==> config.mk <==
export PLATFORM = sky130hd
export DESIGN_NAME = bp_be_fma_wb_buffer
export DESIGN_NICKNAME = d
export VERILOG_FILES = /design/src/rtl/bp_be_pkg.sv /design/src/rtl/bp_be_fma_wb_fifo.sv /design/src/rtl/bp_be_fma_wb_buffer.sv
export SDC_FILE = /design/constraint.sdc
export NUM_CORES = 1
export LEC_CHECK = 0
export BUFFER_PORTS_ARGS = -buffer_cell sky130_fd_sc_hd__buf_2
export CAP_MARGIN = 20
export CORE_MARGIN = 3
export CORE_UTILIZATION = 50
export CTS_BUF_LIST = sky130_fd_sc_hd__clkbuf_4 sky130_fd_sc_hd__clkbuf_8 sky130_fd_sc_hd__clkbuf_16
export DETAILED_ROUTE_END_ITERATION = 8
export GPL_TIMING_DRIVEN = 1
export PLACE_DENSITY_LB_ADDON = 0.15
export SLEW_MARGIN = 20
export SYNTH_ARGS = -nofsm -noshare
export SYNTH_HDL_FRONTEND = slang
export SYNTH_SLANG_ARGS = --single-unit
==> constraint.sdc <==
create_clock -name clk_i -period 3.05 [get_ports clk_i]
set_input_delay 0.61 -clock clk_i [delete_from_list [all_inputs] [get_ports clk_i]]
set_output_delay 0.61 -clock clk_i [all_outputs]
set_load 0.005 [all_outputs]
==> src/rtl/bp_be_pkg.sv <==
// Shared types for the FP backend writeback path: register value layout,
// exception flag layout and the FMA writeback buffer entry.
package bp_be_pkg;

  localparam int dpath_width_gp    = 66;
  localparam int reg_addr_width_gp = 5;
  localparam int fflags_width_gp   = 5;

  // One FP register value: precision tag plus 65-bit recoded double.
  typedef struct packed {
    logic        sp_not_dp;
    logic [64:0] rec;
  } bp_be_fp_reg_s;

  // RISC-V accrued exception flags, fcsr bit order.
  typedef struct packed {
    logic nv;
    logic dz;
    logic of;
    logic uf;
    logic nx;
  } rv64_fflags_s;

  // One buffered FMA result waiting for the register-file write port.
  typedef struct packed {
    logic [reg_addr_width_gp-1:0] rd;
    bp_be_fp_reg_s                data;
    rv64_fflags_s                 fflags;
  } bp_be_fma_wb_entry_s;

endpackage

==> src/rtl/bp_be_fma_wb_fifo.sv <==
// Small circular FIFO of FMA writeback entries. Pointers are log2(els_p)
// bits and wrap naturally; a separate occupancy counter resolves full/empty.
// Enqueue and dequeue together are legal at any occupancy, including full.
module bp_be_fma_wb_fifo
  import bp_be_pkg::*;
#(
  parameter  int els_p     = 4,
  localparam int lg_els_lp = $clog2(els_p)
) (
  input  logic                  clk_i,
  input  logic                  reset_i,
  input  logic                  enq_i,
  input  logic                  deq_i,
  input  bp_be_fma_wb_entry_s   data_i,
  output bp_be_fma_wb_entry_s   data_o,
  output logic                  full_o,
  output logic                  empty_o,
  output logic [lg_els_lp:0]    count_o
);

  localparam logic [lg_els_lp-1:0] ptr_one_lp  = 1;
  localparam logic [lg_els_lp:0]   cnt_one_lp  = 1;
  localparam logic [lg_els_lp:0]   els_cnt_lp  = (lg_els_lp+1)'(els_p);

  bp_be_fma_wb_entry_s mem [els_p];

  logic [lg_els_lp-1:0] rptr;
  logic [lg_els_lp-1:0] wptr;
  logic [lg_els_lp:0]   count;

  // Pointer and occupancy bookkeeping.
  always_ff @(posedge clk_i or posedge reset_i) begin
    if (reset_i) begin
      rptr  <= '0;
      wptr  <= '0;
      count <= '0;
    end else begin
      if (enq_i) wptr <= wptr + ptr_one_lp;
      if (deq_i) rptr <= rptr + ptr_one_lp;
      case ({enq_i, deq_i})
        2'b10:   count <= count + cnt_one_lp;
        2'b01:   count <= count - cnt_one_lp;
        default: count <= count;
      endcase
    end
  end

  // Storage is data only and needs no reset.
  always_ff @(posedge clk_i) begin
    if (enq_i) mem[wptr] <= data_i;
  end

  assign data_o  = mem[rptr];
  assign count_o = count;
  assign empty_o = (count == '0);
  assign full_o  = (count == els_cnt_lp);

  a_deq_empty: assert property (@(posedge clk_i) disable iff (reset_i)
    deq_i |-> !empty_o);

endmodule

==> src/rtl/bp_be_fma_wb_buffer.sv <==
// FMA writeback buffer. Captures every result of the non-stallable FMA pipe,
// drains it to the shared FP register-file write port (load pipe has
// priority, signalled by wb_yumi_i), hands issue credits to the dispatcher so
// the pipe can never overrun the buffer, and accumulates sticky fflags at
// writeback time.
// Build option: define BP_BE_FMA_WB_BYPASS_EN to present an arriving result
// on wb_* in the same cycle when the FIFO is empty.
module bp_be_fma_wb_buffer
  import bp_be_pkg::*;
#(
  parameter int dpath_width_p    = dpath_width_gp,
  parameter int reg_addr_width_p = reg_addr_width_gp,
  parameter int els_p            = 4,
  parameter int fma_latency_p    = 5
) (
  input  logic                        clk_i,
  input  logic                        reset_i,
  input  logic                        fma_issue_i,
  output logic                        issue_ready_o,
  input  logic                        fma_v_i,
  input  logic [dpath_width_p-1:0]    fma_data_i,
  input  logic [fflags_width_gp-1:0]  fma_fflags_i,
  input  logic [reg_addr_width_p-1:0] fma_rd_i,
  output logic                        wb_v_o,
  output logic [reg_addr_width_p-1:0] wb_addr_o,
  output logic [dpath_width_p-1:0]    wb_data_o,
  input  logic                        wb_yumi_i,
  output logic [fflags_width_gp-1:0]  fflags_o,
  input  logic                        fflags_clear_i,
  output logic                        empty_o
);

  localparam int lg_els_lp = $clog2(els_p);
  localparam logic [lg_els_lp:0]   infl_one_lp = 1;
  localparam logic [lg_els_lp+1:0] els_lp      = (lg_els_lp+2)'(els_p);

  bp_be_fma_wb_entry_s fma_entry;
  bp_be_fma_wb_entry_s fifo_head;
  bp_be_fma_wb_entry_s wb_entry;
  logic                fifo_enq;
  logic                fifo_deq;
  logic                fifo_full;
  logic                fifo_empty;
  logic [lg_els_lp:0]  fifo_count;
  logic [lg_els_lp:0]  inflight;
  logic [lg_els_lp+1:0] used;

  assign fma_entry = '{rd: fma_rd_i, data: fma_data_i, fflags: fma_fflags_i};

`ifdef BP_BE_FMA_WB_BYPASS_EN
  // An arriving result goes straight to the port when nothing is queued;
  // it is only stored if the port is not granted this cycle.
  logic bypass_sel;
  assign bypass_sel = fifo_empty & fma_v_i;
  assign wb_v_o     = ~fifo_empty | bypass_sel;
  assign wb_entry   = bypass_sel ? fma_entry : fifo_head;
  assign fifo_enq   = fma_v_i & ~(bypass_sel & wb_yumi_i);
`else
  assign wb_v_o     = ~fifo_empty;
  assign wb_entry   = fifo_head;
  assign fifo_enq   = fma_v_i;
`endif

  assign fifo_deq  = wb_yumi_i & ~fifo_empty;
  assign wb_addr_o = wb_entry.rd;
  assign wb_data_o = wb_entry.data;

  bp_be_fma_wb_fifo #(.els_p(els_p)) fifo (
    .clk_i   (clk_i),
    .reset_i (reset_i),
    .enq_i   (fifo_enq),
    .deq_i   (fifo_deq),
    .data_i  (fma_entry),
    .data_o  (fifo_head),
    .full_o  (fifo_full),
    .empty_o (fifo_empty),
    .count_o (fifo_count)
  );

  // Results issued but not yet returned by the pipe.
  always_ff @(posedge clk_i or posedge reset_i) begin
    if (reset_i) begin
      inflight <= '0;
    end else begin
      case ({fma_issue_i, fma_v_i})
        2'b10:   inflight <= inflight + infl_one_lp;
        2'b01:   inflight <= inflight - infl_one_lp;
        default: inflight <= inflight;
      endcase
    end
  end

  // Sticky flags collected as results leave; a CSR clear wins and drops them.
  always_ff @(posedge clk_i or posedge reset_i) begin
    if (reset_i) begin
      fflags_o <= '0;
    end else if (fflags_clear_i) begin
      fflags_o <= '0;
    end else if (wb_yumi_i) begin
      fflags_o <= fflags_o | wb_entry.fflags;
    end
  end

  // Every slot is either occupied or promised to an op still in the pipe.
  assign used          = {1'b0, fifo_count} + {1'b0, inflight};
  assign issue_ready_o = (used < els_lp);
  assign empty_o       = fifo_empty & (inflight == '0);

  a_overrun: assert property (@(posedge clk_i) disable iff (reset_i)
    (fma_v_i && fifo_full) |-> wb_yumi_i);
  a_issue_no_credit: assert property (@(posedge clk_i) disable iff (reset_i)
    fma_issue_i |-> issue_ready_o);
  a_yumi_no_valid: assert property (@(posedge clk_i) disable iff (reset_i)
    wb_yumi_i |-> wb_v_o);
  a_inflight_underflow: assert property (@(posedge clk_i) disable iff (reset_i)
    (fma_v_i && !fma_issue_i) |-> (inflight != '0));
  a_inflight_latency: assert property (@(posedge clk_i) disable iff (reset_i)
    int'(inflight) <= fma_latency_p);

endmodule

==> metrics.cfg <==
[run_status]
run_status = finished, final reports clean

[synth]
ys_ff_latch = 319
synth_top_cells_by_area = edfxtp_1, mux4_2, dfrtp_1
avgSynthCellArea_um2 = 25.48
synth_top_area_share_pct = 77.04
synth_top_cell_by_area = edfxtp_1
netlist_instances = 465
yosys_warnings = 0
syn-num-nets = 557
synth.distinct_cells = 23
netlist_area_um2 = 11850
seq_area_frac_synth_pct = 80.21

[clock_tree]
hold_buffers = 0
cts_sinks = 319
clock_path_buffers = 3
cts_tree = built
numCtsBuffers = 34
cts_resized = 0
post-cts-setup-buffers = 0
clk_latency_ns = 0.51
h-tree-depth = 2
path_clk_slew_ns = 0.06
cts_root_buf = clkbuf_16

[sta]
min_period_ns = 2.777
max_freq_mhz = 360.1
drv_slew = 0
fin_crit_sh_pct = 91.05
final_hold_viol_count = 0
tns_ns = 0
rsz0062_at_grt = false
worst_pin_slew_ns = 0.6033
setup_violations = 0
max_slew_margin_pct = 59.74
finalClockSkew_ns = 0.01400
setup_slack_ns = 0.2730

[critical_path]
end_kind = primary output
cp-start-kind = register
crit_type = register to primary output
slowest_delay_ns = 0.62
cpMaxStageDelayCell = dfrtp_4
crit_chain = buf_12, mux4_1, buf_2
arrival_ns = 2.17
critPathTopFamily = flip-flops
cp_max_fo = 29
crit_buf_inv = 2
cp.required_ns = 2.44

[grt]
first_global_vias = 5897
gr-total-overflow = 0
grt_pass1_wl_um = 34110
grt_max_degree = 40
grt_usage_pct = 17.32
antenna_found_initial = 3

[cells_and_area]
nFillCells = 1673
post_layout_nonfiller_instances = 998
antenna_cells = 0
layout-drive-gt1-share_pct = 44.96
area.sequential_um2 = 9512
fin_nets = 752
final_cell_area_um2 = 14100
syn_to_final_growth_pct = 18.99
multi_input_area_um2 = 2113

[routing]
totalWireLength_um = 21780
vias = 5398
drt_iter0_drc = 321
antenna_left = 0
drt_first_pass_iters = 7
drcViolationCount = 0
vias_per_cell = 5.409
wl_per_cell_um = 21.83

[min_path]
min_path_type = primary input to asynchronous set/reset pin

[pwr]
switching_share_pct = 27.00
power_frac_seq_pct = 45.5
p_comb_share_pct = 26.3
ir_drop_uv = 639.4
p_sw_uw = 3612
power_frac_clock_pct = 28.2
p_int_uw = 9765
p_per_area_nw_per_um2 = 948.8
p_leak_uw = 0.004978

[placed_design]
dpl.hpwl_um = 13630
placedCellCount = 937
placed_area_um2 = 13060
pre_cts_slack_ns = 0.7533
io_buffer_count = 160
gp_congestion = 0.6898

[floorplan]
fp.dieW_um = 159.9
core_area_um2 = 22980
rows = 55
die_h_um = 159.9
top_level_ports = 161
dieArea_um2 = 25580
initial_utilization_pct = 51.55

[job]
drv_cap = 0

cells by family after synthesis:
logic type      share of synthesized area, %
flops                                  80.21
simple gates                          0.7709
fa+ha+maj                              1.183
compound gates                        0.2534
xor+xnor                              0.6652
mux                                    14.88
buf+inv                                2.038
cell usage after synthesis:
cell,count
a21oi_1,5
and2_1,5
and3_1,1
buf_12,8
buf_2,8
buf_6,1
dfrtp_1,15
edfxtp_1,304
fa_1,2
ha_1,8
inv_1,8
mux2_2,1
mux2i_1,1
mux4_1,8
mux4_2,68
nand2_1,1
nand3_1,1
nor2_1,7
nor4_1,2
o21ai_0,1
or3_1,1
xnor2_1,4
xor2_1,5
registers in the layout, indices dropped and copies added, names as in the netlist:
name,count
fflags_o,5
fifo.count_o,3
fifo.mem,304
fifo.rptr,2
fifo.wptr,2
inflight,3
power groups by stage:
stage | clock, µW | combinational, µW | sequential [µW]
6_report | 3780 | 3510 | 6090
5_1_grt | 4060 | 3820 | 6180
3_5_place_dp | 0 | 3600 | 6200
2_1_floorplan | 0 | 2440 | 6030
3_3_place_gp | 0 | 3580 | 6130
4_1_cts | 3870 | 3620 | 6110
area by class of cell:
type,instances,share of cell area (%)
Clock buffer,49,6.878
Multi-Input combinational cell,121,14.99
Tap cell,313,2.778
Timing Repair Buffer,176,7.153
Clock inverter,12,0.5236
Sequential cell,319,67.47
Inverter,8,0.2130
cells in the final DEF, fill, tap and decap left out, types with 7 or more instances in the layout:
cell type,n
edfxtp_1,304
buf_2,160
mux4_2,68
clkbuf_16,34
clkbuf_4,14
dfrtp_1,13
buf_4,9
mux4_1,8
inv_1,8
ha_1,8
nor2_1,7
buf_12,7
worst paths after layout:
check / slack, ns / to / startpoint / cells after the start
min reg2reg: 0.49 / fifo.count_o[2] / fifo.count_o[2] / 1
max: 0.27 / wb_data_o[0] / fifo.rptr[0] / 3
max reg2reg: 1.03 / fifo.count_o[2] / fifo.count_o[0] / 8
min in group clk_i: 0.31 / fifo.mem[0][58] / fma_data_i[53] / 1
min: 0.17 / fifo.wptr[0] / reset_i / 2
max in group asynchronous: 2.43 / fifo.rptr[1] / reset_i / 2
stage by stage:
step | utilization [%] | hold WS (ns) | total power (µW)
6_report | 61.34 | 0.1668 | 13380
5_1_grt | 61.34 | 0.1988 | 14060
4_1_cts | 61.34 | 0.1640 | 13600
3_5_place_dp | 56.80 | 0.4922 | 9798
3_3_place_gp | 56.80 | 0.4786 | 9703
2_1_floorplan | - | 0.4588 | 8467
routing by layer:
metal | global-route usage (%) | share of wire (%)
met3 | 4.591 | 6.1
met5 | 0 | 0.20
met1 | 21.95 | 40
met2 | 29.43 | 51
met4 | 5.680 | 2.8
No activity file was read; power rests on OpenSTA's default activity.
